## src/rtl/multicycle_ctrl_pkg.sv

```systemverilog
// rtl/multicycle_ctrl_pkg.sv - states, datapath mux encodings, opcode/ALU codes for the multicycle sequencer
package multicycle_ctrl_pkg;

    typedef enum logic [3:0] {
        S_FETCH  = 4'd0,
        S_DECODE = 4'd1,
        S_EXEC_R = 4'd2,
        S_WB_R   = 4'd3,
        S_ADDR   = 4'd4,
        S_MEM    = 4'd5,
        S_WB_MEM = 4'd6,
        S_BRANCH = 4'd7,
        S_JUMP   = 4'd8,
        S_TRAP   = 4'd9
    } stateT;

    typedef enum logic [2:0] {
        CLS_NONE, CLS_RTYPE, CLS_LOAD, CLS_STORE, CLS_BEQ, CLS_BNE, CLS_JUMP
    } instrClassT;

    localparam logic [1:0] PC_SRC_ALU    = 2'b00;
    localparam logic [1:0] PC_SRC_ALUOUT = 2'b01;
    localparam logic [1:0] PC_SRC_JUMP   = 2'b10;

    localparam logic [1:0] SRCB_RT      = 2'b00;
    localparam logic [1:0] SRCB_FOUR    = 2'b01;
    localparam logic [1:0] SRCB_IMM     = 2'b10;
    localparam logic [1:0] SRCB_IMM_SH2 = 2'b11;

    localparam logic [1:0] WD_ALUOUT = 2'b00;
    localparam logic [1:0] WD_MDR    = 2'b01;

    localparam logic [5:0] OP_RTYPE = 6'h00;
    localparam logic [5:0] OP_J     = 6'h02;
    localparam logic [5:0] OP_BEQ   = 6'h04;
    localparam logic [5:0] OP_BNE   = 6'h05;
    localparam logic [5:0] OP_LW    = 6'h23;
    localparam logic [5:0] OP_SW    = 6'h2B;

    localparam logic [5:0] FN_ADD = 6'h20;
    localparam logic [5:0] FN_SUB = 6'h22;
    localparam logic [5:0] FN_AND = 6'h24;
    localparam logic [5:0] FN_OR  = 6'h25;
    localparam logic [5:0] FN_SLT = 6'h2A;

    localparam logic [2:0] ALU_AND = 3'b000;
    localparam logic [2:0] ALU_OR  = 3'b001;
    localparam logic [2:0] ALU_ADD = 3'b010;
    localparam logic [2:0] ALU_SUB = 3'b110;
    localparam logic [2:0] ALU_SLT = 3'b111;

    typedef struct packed {
        logic       memReq;
        logic       memWe;
        logic       memAddrSel;
        logic       irWrite;
        logic       pcWrite;
        logic [1:0] pcSrc;
        logic       aluSrcA;
        logic [1:0] aluSrcB;
        logic [2:0] aluFunc;
        logic       rfWriteEnable;
        logic       rfWriteAddrSel;
        logic [1:0] rfWriteDataSel;
    } ctrlT;

endpackage

```

## src/rtl/mc_opdecode.sv

```systemverilog
// rtl/mc_opdecode.sv - combinational opcode/function decode into instruction class and R-type ALU op
module mc_opdecode
    import multicycle_ctrl_pkg::*;
(
    input  logic [5:0] opc,
    input  logic [5:0] func,
    output instrClassT cls,
    output logic [2:0] aluFunc,
    output logic       valid
);

    always_comb begin
        cls     = CLS_NONE;
        aluFunc = ALU_ADD;
        case (opc)
            OP_RTYPE: begin
                case (func)
                    FN_ADD: begin cls = CLS_RTYPE; aluFunc = ALU_ADD; end
                    FN_SUB: begin cls = CLS_RTYPE; aluFunc = ALU_SUB; end
                    FN_AND: begin cls = CLS_RTYPE; aluFunc = ALU_AND; end
                    FN_OR:  begin cls = CLS_RTYPE; aluFunc = ALU_OR;  end
                    FN_SLT: begin cls = CLS_RTYPE; aluFunc = ALU_SLT; end
                    default: cls = CLS_NONE;
                endcase
            end
            OP_LW:   cls = CLS_LOAD;
            OP_SW:   cls = CLS_STORE;
            OP_BEQ:  cls = CLS_BEQ;
            OP_BNE:  cls = CLS_BNE;
            OP_J:    cls = CLS_JUMP;
            default: cls = CLS_NONE;
        endcase
    end

    assign valid = (cls != CLS_NONE);

endmodule

```

## src/rtl/multicycle_ctrl.sv

```systemverilog
// rtl/multicycle_ctrl.sv - multicycle MIPS32 sequencer: FSM, memory-wait timeout and sticky trap flags
module multicycle_ctrl
    import multicycle_ctrl_pkg::*;
#(
    parameter int MEM_TIMEOUT = 15
) (
    input  logic       clk,
    input  logic       rst_n,
    input  logic [5:0] opc,
    input  logic [5:0] func,
    input  logic       aluZero,
    input  logic       memAck,
    output logic       memReq,
    output logic       memWe,
    output logic       memAddrSel,
    output logic       irWrite,
    output logic       pcWrite,
    output logic [1:0] pcSrc,
    output logic       aluSrcA,
    output logic [1:0] aluSrcB,
    output logic [2:0] aluFunc,
    output logic       rfWriteEnable,
    output logic       rfWriteAddrSel,
    output logic [1:0] rfWriteDataSel,
    output logic       invOpcode,
    output logic       busErr,
    output logic [3:0] state
);

    localparam int CW = (MEM_TIMEOUT < 2) ? 1 : $clog2(MEM_TIMEOUT + 1);
    localparam logic [CW-1:0] LAST_WAIT = CW'(MEM_TIMEOUT - 1);

    stateT          stateQ, stateNext;
    logic [5:0]     opcQ, funcQ;
    logic [CW-1:0]  waitCnt;
    logic           invQ, busQ, setInv, setBus, timeoutHit;
    logic [5:0]     decOpc, decFunc;
    instrClassT     decCls;
    logic [2:0]     decAluFunc;
    logic           decValid;
    ctrlT           ctrl, ctrlOut;

    // DECODE sees the live IR fields; every later state uses the latched copies.
    assign decOpc  = (stateQ == S_DECODE) ? opc  : opcQ;
    assign decFunc = (stateQ == S_DECODE) ? func : funcQ;

    mc_opdecode uDecode (
        .opc     (decOpc),
        .func    (decFunc),
        .cls     (decCls),
        .aluFunc (decAluFunc),
        .valid   (decValid)
    );

    assign timeoutHit = (MEM_TIMEOUT != 0) && !memAck && (waitCnt == LAST_WAIT);

    always_comb begin
        stateNext = stateQ;
        ctrl      = '0;
        setInv    = 1'b0;
        setBus    = 1'b0;
        case (stateQ)
            S_FETCH: begin
                ctrl.memReq  = 1'b1;
                ctrl.aluSrcB = SRCB_FOUR;
                ctrl.aluFunc = ALU_ADD;
                if (memAck) begin
                    ctrl.irWrite = 1'b1;
                    ctrl.pcWrite = 1'b1;
                    ctrl.pcSrc   = PC_SRC_ALU;
                    stateNext    = S_DECODE;
                end else if (timeoutHit) begin
                    setBus    = 1'b1;
                    stateNext = S_TRAP;
                end
            end
            S_DECODE: begin
                ctrl.aluSrcB = SRCB_IMM_SH2;
                ctrl.aluFunc = ALU_ADD;
                if (!decValid) begin
                    setInv    = 1'b1;
                    stateNext = S_TRAP;
                end else if (decCls == CLS_RTYPE)
                    stateNext = S_EXEC_R;
                else if (decCls == CLS_LOAD || decCls == CLS_STORE)
                    stateNext = S_ADDR;
                else if (decCls == CLS_BEQ || decCls == CLS_BNE)
                    stateNext = S_BRANCH;
                else
                    stateNext = S_JUMP;
            end
            S_EXEC_R: begin
                ctrl.aluSrcA = 1'b1;
                ctrl.aluSrcB = SRCB_RT;
                ctrl.aluFunc = decAluFunc;
                stateNext    = S_WB_R;
            end
            S_WB_R: begin
                ctrl.rfWriteEnable  = 1'b1;
                ctrl.rfWriteAddrSel = 1'b1;
                ctrl.rfWriteDataSel = WD_ALUOUT;
                stateNext           = S_FETCH;
            end
            S_ADDR: begin
                ctrl.aluSrcA = 1'b1;
                ctrl.aluSrcB = SRCB_IMM;
                ctrl.aluFunc = ALU_ADD;
                stateNext    = S_MEM;
            end
            S_MEM: begin
                ctrl.memReq     = 1'b1;
                ctrl.memAddrSel = 1'b1;
                ctrl.memWe      = (decCls == CLS_STORE);
                if (memAck)
                    stateNext = (decCls == CLS_STORE) ? S_FETCH : S_WB_MEM;
                else if (timeoutHit) begin
                    setBus    = 1'b1;
                    stateNext = S_TRAP;
                end
            end
            S_WB_MEM: begin
                ctrl.rfWriteEnable  = 1'b1;
                ctrl.rfWriteDataSel = WD_MDR;
                stateNext           = S_FETCH;
            end
            S_BRANCH: begin
                ctrl.aluSrcA = 1'b1;
                ctrl.aluSrcB = SRCB_RT;
                ctrl.aluFunc = ALU_SUB;
                ctrl.pcSrc   = PC_SRC_ALUOUT;
                ctrl.pcWrite = ((decCls == CLS_BEQ) && aluZero) || ((decCls == CLS_BNE) && !aluZero);
                stateNext    = S_FETCH;
            end
            S_JUMP: begin
                ctrl.pcWrite = 1'b1;
                ctrl.pcSrc   = PC_SRC_JUMP;
                stateNext    = S_FETCH;
            end
            default: stateNext = S_TRAP;
        endcase
    end

    always_ff @(posedge clk or negedge rst_n) begin
        if (!rst_n) begin
            stateQ  <= S_FETCH;
            opcQ    <= '0;
            funcQ   <= '0;
            waitCnt <= '0;
            invQ    <= 1'b0;
            busQ    <= 1'b0;
        end else begin
            stateQ <= stateNext;
            if (stateQ == S_DECODE) begin
                opcQ  <= opc;
                funcQ <= func;
            end
            // Counts only while still waiting in the same request state; any exit clears it.
            if ((stateQ == S_FETCH || stateQ == S_MEM) && !memAck && stateNext == stateQ)
                waitCnt <= waitCnt + CW'(1);
            else
                waitCnt <= '0;
            if (setInv) invQ <= 1'b1;
            if (setBus) busQ <= 1'b1;
        end
    end

    // Reset kills strobes combinationally so an in-flight memory request drops at once.
    assign ctrlOut        = rst_n ? ctrl : '0;
    assign memReq         = ctrlOut.memReq;
    assign memWe          = ctrlOut.memWe;
    assign memAddrSel     = ctrlOut.memAddrSel;
    assign irWrite        = ctrlOut.irWrite;
    assign pcWrite        = ctrlOut.pcWrite;
    assign pcSrc          = ctrlOut.pcSrc;
    assign aluSrcA        = ctrlOut.aluSrcA;
    assign aluSrcB        = ctrlOut.aluSrcB;
    assign aluFunc        = ctrlOut.aluFunc;
    assign rfWriteEnable  = ctrlOut.rfWriteEnable;
    assign rfWriteAddrSel = ctrlOut.rfWriteAddrSel;
    assign rfWriteDataSel = ctrlOut.rfWriteDataSel;
    assign invOpcode      = invQ;
    assign busErr         = busQ;
    assign state          = stateQ;

endmodule

```

## config.mk

```make
export PLATFORM = sky130hd
export DESIGN_NAME = multicycle_ctrl
export DESIGN_NICKNAME = d
export VERILOG_FILES = /design/src/rtl/multicycle_ctrl_pkg.sv /design/src/rtl/mc_opdecode.sv /design/src/rtl/multicycle_ctrl.sv
export SDC_FILE = /design/constraint.sdc
export NUM_CORES = 1
export LEC_CHECK = 0
export CAP_MARGIN = 5
export CORE_AREA = 10 10 65 78
export CTS_BUF_LIST = sky130_fd_sc_hd__clkbuf_8
export DETAILED_ROUTE_END_ITERATION = 8
export DIE_AREA = 0 0 75 88
export GPL_TIMING_DRIVEN = 0
export HOLD_SLACK_MARGIN = 0.03
export PLACE_DENSITY = 0.69
export SKIP_LAST_GASP = 1
export SLEW_MARGIN = 20
export SYNTH_ARGS = -nofsm -noshare
export SYNTH_HDL_FRONTEND = slang
export SYNTH_SLANG_ARGS = --single-unit
```

## constraint.sdc

```tcl
create_clock -name clk -period 6 [get_ports clk]
set_clock_uncertainty 0.1 [all_clocks]
set_input_delay 0.9 -clock clk [delete_from_list [all_inputs] [get_ports clk]]
set_output_delay 0.9 -clock clk [all_outputs]
set_load 0.02 [all_outputs]
```

## After elaboration in Yosys (flattened, before gate mapping)

Index checks and enable logic that the tools add are counted.

| operators by class | value |
|---|---|
| add/subtract/negate cells | 1 |
| $mul | 0 |
| div/mod/pow operators | 0 |
| $lt $le $gt $ge | 0 |
| equality and inequality tests | 25 |
| shift-type cells | 0 |
| muxes and demuxes | 32 |
| bitwise logic cells | 0 |
| reductions and logical operators | 19 |

Operator list:

| kind | count |
|---|---|
| $eq A6 B6 Y1 const B | 7 |
| $mux W4 | 9 |
| $pmux W5 S5 | 1 |
| $pmux W4 S6 | 1 |
| $pmux W3 S6 | 1 |
| $mux W17 | 1 |
| $eq A4 B3 Y1 const B | 4 |
| $eq A6 B3 Y1 const B | 2 |
| $mux W1 | 12 |
| $mux W6 | 2 |
| $pmux W3 S4 | 1 |
| $pmux W3 S3 | 1 |
| $eq A4 B2 Y1 const B | 2 |
| $eq A4 B4 Y1 const B | 2 |
| $eq A3 B2 Y1 const B | 2 |
| $eq A3 B3 Y1 const B | 2 |
| $eq A6 B2 Y1 const B | 1 |
| $logic_not A6 Y1 | 1 |
| $mux W3 | 2 |
| $logic_and A1 B1 Y1 | 5 |
| $reduce_or A5 Y1 | 1 |
| $add A4 B1 Y4 const B | 1 |
| $eq A4 B1 Y1 const B | 1 |
| $eq A4 B4 Y1 | 1 |
| 9 further kinds | 14 |

| word-level totals | value |
|---|---|
| flip-flop bits (word level) | 22 |
| bits in latches | 0 |
| RAM bits | 0 |
| bits in read-only memories | 0 |
| input bits | 16 |
| output and inout bits | 23 |
| word-level logic and storage cells | 83 |
| memories kept | 0 |

## Longest topological paths before layout

| depth | value |
|---|---|
| depth in word-level cells | 16 |
| depth in mapped cells | 8 |
| mapped depth without buffers | 8 |

## Cells and area by module

Synthesis repeated with hierarchy kept, for this count alone.

| second synthesis, totals | value |
|---|---|
| cell total of the unflattened synthesis | 156 |
| area total of the unflattened synthesis | 1446.4 sq um |

Modules (own cells, without submodules):

| module | instances | cells each | area an instance (sq um) | sequential area each (sq um) |
|---|---|---|---|---|
| multicycle_ctrl | 1 | 128 | 1252.5 | 550.5 |
| mc_opdecode | 1 | 28 | 193.9 | 0.0 |

## Worst setup path after synthesis

OpenSTA, ideal clock, no wires.

| path | value |
|---|---|
| kind | flip-flop to output port |
| from | register stateQ[2], in the netlist state[2] |
| to | output aluFunc[0] |
| arrival time | 2107 ps |
| required time | 5000 ps |
| setup slack | 2893 ps |
| cell stages (with the launch flop) | 9 |
| buffers on the path | 2 |
| cells stage by stage | dfrtp_1 buf_6 or4b_1 buf_2 nor2_2 a21oi_2 nor4_1 nand3_1 a21boi_1 |

| between the ends | value |
|---|---|
| cells in the longest elaborated chain, start to end | 7 |
| elaborated cells on any way between the ends | 16 |
| classes of those cells | 8 x eq/ne; 6 x mux; 2 x reduce/logical |

Ends and longest elaborated chain:

| item | RTL line | source |
|---|---|---|
| start: declaration | multicycle_ctrl.sv:33 | `stateT stateQ, stateNext;` |
| start signal: assignment | multicycle_ctrl.sv:152 | `stateQ <= stateNext;` |
| $eq A4 B1 Y1 | multicycle_ctrl.sv:44, multicycle_ctrl.sv:45, multicycle_ctrl.sv:62 |  |
| $mux W6 | - |  |
| $eq A6 B6 Y1 | mc_opdecode.sv:17 | `case (func)` |
| $pmux W3 S4 | mc_opdecode.sv:17 |  |
| $mux W3 | mc_opdecode.sv:15 | `case (opc)` |
| $pmux W5 S5 (*) | multicycle_ctrl.sv:62 | `case (stateQ)` |
| $mux W17 (*) | multicycle_ctrl.sv:168 | `assign ctrlOut = rst_n ? ctrl : '0;` |
| end: declaration | multicycle_ctrl.sv:21 | `output logic [2:0] aluFunc,` |

Every way passes the cells marked *; elsewhere a longest branch is shown, timed or not.

## Final worst setup path

| path | value |
|---|---|
| from | input opc[2] |
| to | output aluFunc[0] |

| between the ends | value |
|---|---|
| cells in the longest elaborated chain, start to end | 5 |

Ends and longest elaborated chain:

| item | RTL line | source |
|---|---|---|
| start: declaration | multicycle_ctrl.sv:9 | `input logic [5:0] opc,` |
| $mux W6 | - |  |
| $logic_not A6 Y1 | mc_opdecode.sv:15 |  |
| $mux W3 | mc_opdecode.sv:15 |  |
| $pmux W5 S5 | multicycle_ctrl.sv:62 |  |
| $mux W17 | multicycle_ctrl.sv:168 |  |

Every way passes these cells.

==> results.toml <==
[cts]
cts.path.max_buffers = 2
clk_latency_ns = 0.26
clk_pin_slew_ns = 0.08
postCtsSetupRepairBufs = 0
ctsResizeCount = 0
cts-htree-levels = 1
clkSinkCount = 22
cts_root_buf = "clkbuf_8"
cts_tree = "built"
cts_hold_buf = 0
cts_buffers = 3

[routing]
routed_via_density = 5.481
wl_per_cell_um = 15.54
totalWireLength_mm = 4.164
drt-pass1-iter-count = 4
first_iter_violations = 100
wl_met2_mm = 2.014
wl_met1_mm = 1.884
vias = 1469
drcViolationCount = 0
met3_length_um = 201
top_layer = "met4"
ant_nets = 0

[finish]
fillers = 353
layout-drive-gt1-share_pct = 10.04
nNetsFinal = 249
antenna_cells = 0
final_util_pct = 56.16
syn_to_final_growth_pct = 29.35

[timing]
hold_viol_final = 0
tns_ns = 0
grt_setup_unrepaired = "no"
slew_headroom_pct = 57.18
setup_viol = 0
max_freq_mhz = 237.5
fin_crit_sh_pct = 70.17
slew_viol_final = 0
period_minus_slack_ns = 4.210
timing_worst_slew_pin_value_ns = 0.6423

[placement]
port_buffers = 37
dp_hpwl_mm = 3.184
gp_congestion = 0.9004

[die]
die_x_um = 75
fp.dieH_um = 88
initial_core_util_pct = 43.42
dieArea_um2 = 6600
core_area_um2 = 3573
row_count = 24
io_pins = 39

[grt]
grt_overflow = 0
grt_max_degree = 32
grt_pass1_wl_mm = 6.989
grt_usage_pct = 13.22
grt_pass1_vias = 1443
grt_antenna_before_repair = 0

[setup_path]
crit_chain = "clkdlybuf4s50_1, nor4b_1, and4_1, or2_2, nand4b_1, nand2b_1, a21boi_1, clkdlybuf4s50_1"
crit_top_cell = "clkdlybuf4s50_1"
critPathCaptureType = "primary output"
slowest_stage = "clkdlybuf4s50_1"
worstPathArrival_ns = 3.21
cp.required_ns = 5.00
startpoint_type = "input port"
criticalPathCategory = "in2out"
max_stage_delay_ns = 0.62
crit_fanout = 5

[yosys]
netlist_top_cells_count = "nand2_1 (34), dfrtp_1 (22), nor2_1 (15)"
syn-cell-area_um2 = 1551
synth_fa_ha_area_share_pct = 1.613
synth_warnings = 0
synth_area_per_cell_um2 = 8.209
ys_seq_elements = 22
synthMuxAreaShare_pct = 1.371
synthArstFlopShare_pct = 100.0
synth_top_family_by_area = "simple AND/OR/NAND/NOR gates"
synth_area_leader_cell = "dfrtp_1"
synth_edf_count = 0
synthCells = 189
yosysUniqueCellTypes = 55
synth_fp_nets = 207
synth-compound-area-share_pct = 20.00
yosys.area_share.simple_pct = 33.71
ys_top_cells_by_area = "dfrtp_1 (35%), nand2_1 (8.2%), nor2_1 (3.6%)"
synth_ff_type = "dfrtp_1"
synth_xor_area_share_pct = 1.694
yosysTopAreaCellShare_pct = 35.48
yosysMostFrequentCell = "nand2_1"
ys_seq_area_share_pct = 35.48

[pwr]
ir_drop_mv = 0.1883
p_leak_nw = 0.8525
p_per_area_nw_per_um2 = 407.8

[job]
maxCapViolCount = 0

[worst_hold_path]
worstHoldPathType = "reg2reg"

[status]
status = "completed"
## area by class of cell
class | instances | area (µm²) | area share (%)
buffer | 10 | 53.80 | 2.681
timing repair buffer | 37 | 365.4 | 18.20
tap | 39 | 48.80 | 2.431
sequential | 22 | 550.5 | 27.43
clock buffer | 3 | 41.29 | 2.057
inverter | 10 | 37.54 | 1.870
multi-input combinational | 147 | 909.6 | 45.32
## layout by cell type, fill, tap and decap left out, types with 2 or more instances in the layout
master,instances
a221oi_1,2
nor2b_1,2
or4b_1,2
clkdlybuf4s50_1,36
xor2_1,2
nor2_1,15
a21oi_1,7
nor2_2,2
clkbuf_8,3
nand3_1,8
o21ai_0,6
nor3_1,6
nand2_1,34
a21o_1,4
nor3_2,2
a21boi_1,2
ha_1,2
nand2b_1,4
nor4b_1,3
nand4b_1,3
o211ai_1,2
inv_1,9
and3_1,4
dfrtp_1,22
or2_2,2
o21ai_1,4
o22ai_1,2
a32oi_1,2
buf_2,5
a31oi_1,2
clkbuf_1,4
## routing by layer
layer | vias to the layer above | GRT usage [%]
met5 | - | 0
met3 | 4 | 2.945
met2 | 21 | 21.72
li1 | 749 | -
met1 | 695 | 16.48
met4 | 0 | 4.483
## kinds of logic after synthesis
| logic type | count (synthesis) |
|---|---|
| compound gates | 44 |
| xor+xnor | 3 |
| fa+ha+maj | 2 |
| buf+inv | 20 |
| flops | 22 |
| mux | 2 |
| other cells | 1 |
| simple gates | 95 |
## worst max-delay path: cells and delay by family
| kind | cells | cell delay (ns) |
|---|---|---|
| and+or+nand+nor | 5 | 1.11 |
| buffers and inverters | 2 | 1.08 |
| AOI/OAI and AO/OA | 1 | 0.12 |
## flip-flops by register name (all words and copies together) (netlist names)
name and count:
invOpcode 1, state 4, opcQ 6, waitCnt 4
busErr 1, funcQ 6
## power by group
group / switching, mW / internal (mW)
sequential: 0.0513 / 0.203
combinational: 0.274 / 0.199
clock: 0.0471 / 0.0448
## worst paths after layout
path	startpoint	to	slack (ns)	cells after the start
worst max-delay path	opc[2]	aluFunc[0]	1.79	8
worst min-delay path	busErr$_DFFE_PN0P_	busErr$_DFFE_PN0P_	0.36	1
worst max register to register	state[2]$_DFF_PN0_	state[2]$_DFF_PN0_	3.78	6
worst min register to register	busErr$_DFFE_PN0P_	busErr$_DFFE_PN0P_	0.36	1
max in group asynchronous	rst_n	invOpcode$_DFFE_PN0P_	4.82	1
min in group asynchronous	rst_n	funcQ[4]$_DFF_PN0_	0.56	1
## through the flow
stage / setup WS (ns) / cell area [µm²] / total power, mW / hold slack, ns / std cells
3_5_place_dp: 1.809 / 1966 / 0.7284 / 0.3433 / 265
6_report: 1.790 / 2007 / 0.8185 / 0.3572 / 268
2_1_floorplan: 2.893 / 1551 / 0.5812 / 0.3371 / 189
5_1_grt: 1.642 / 2007 / 0.8968 / 0.3904 / 268
3_3_place_gp: 1.097 / 1971 / 0.7238 / 0.3402 / 265
4_1_cts: 1.792 / 2007 / 0.8234 / 0.3624 / 268
Note: power is estimated with default switching activity, not from simulation.
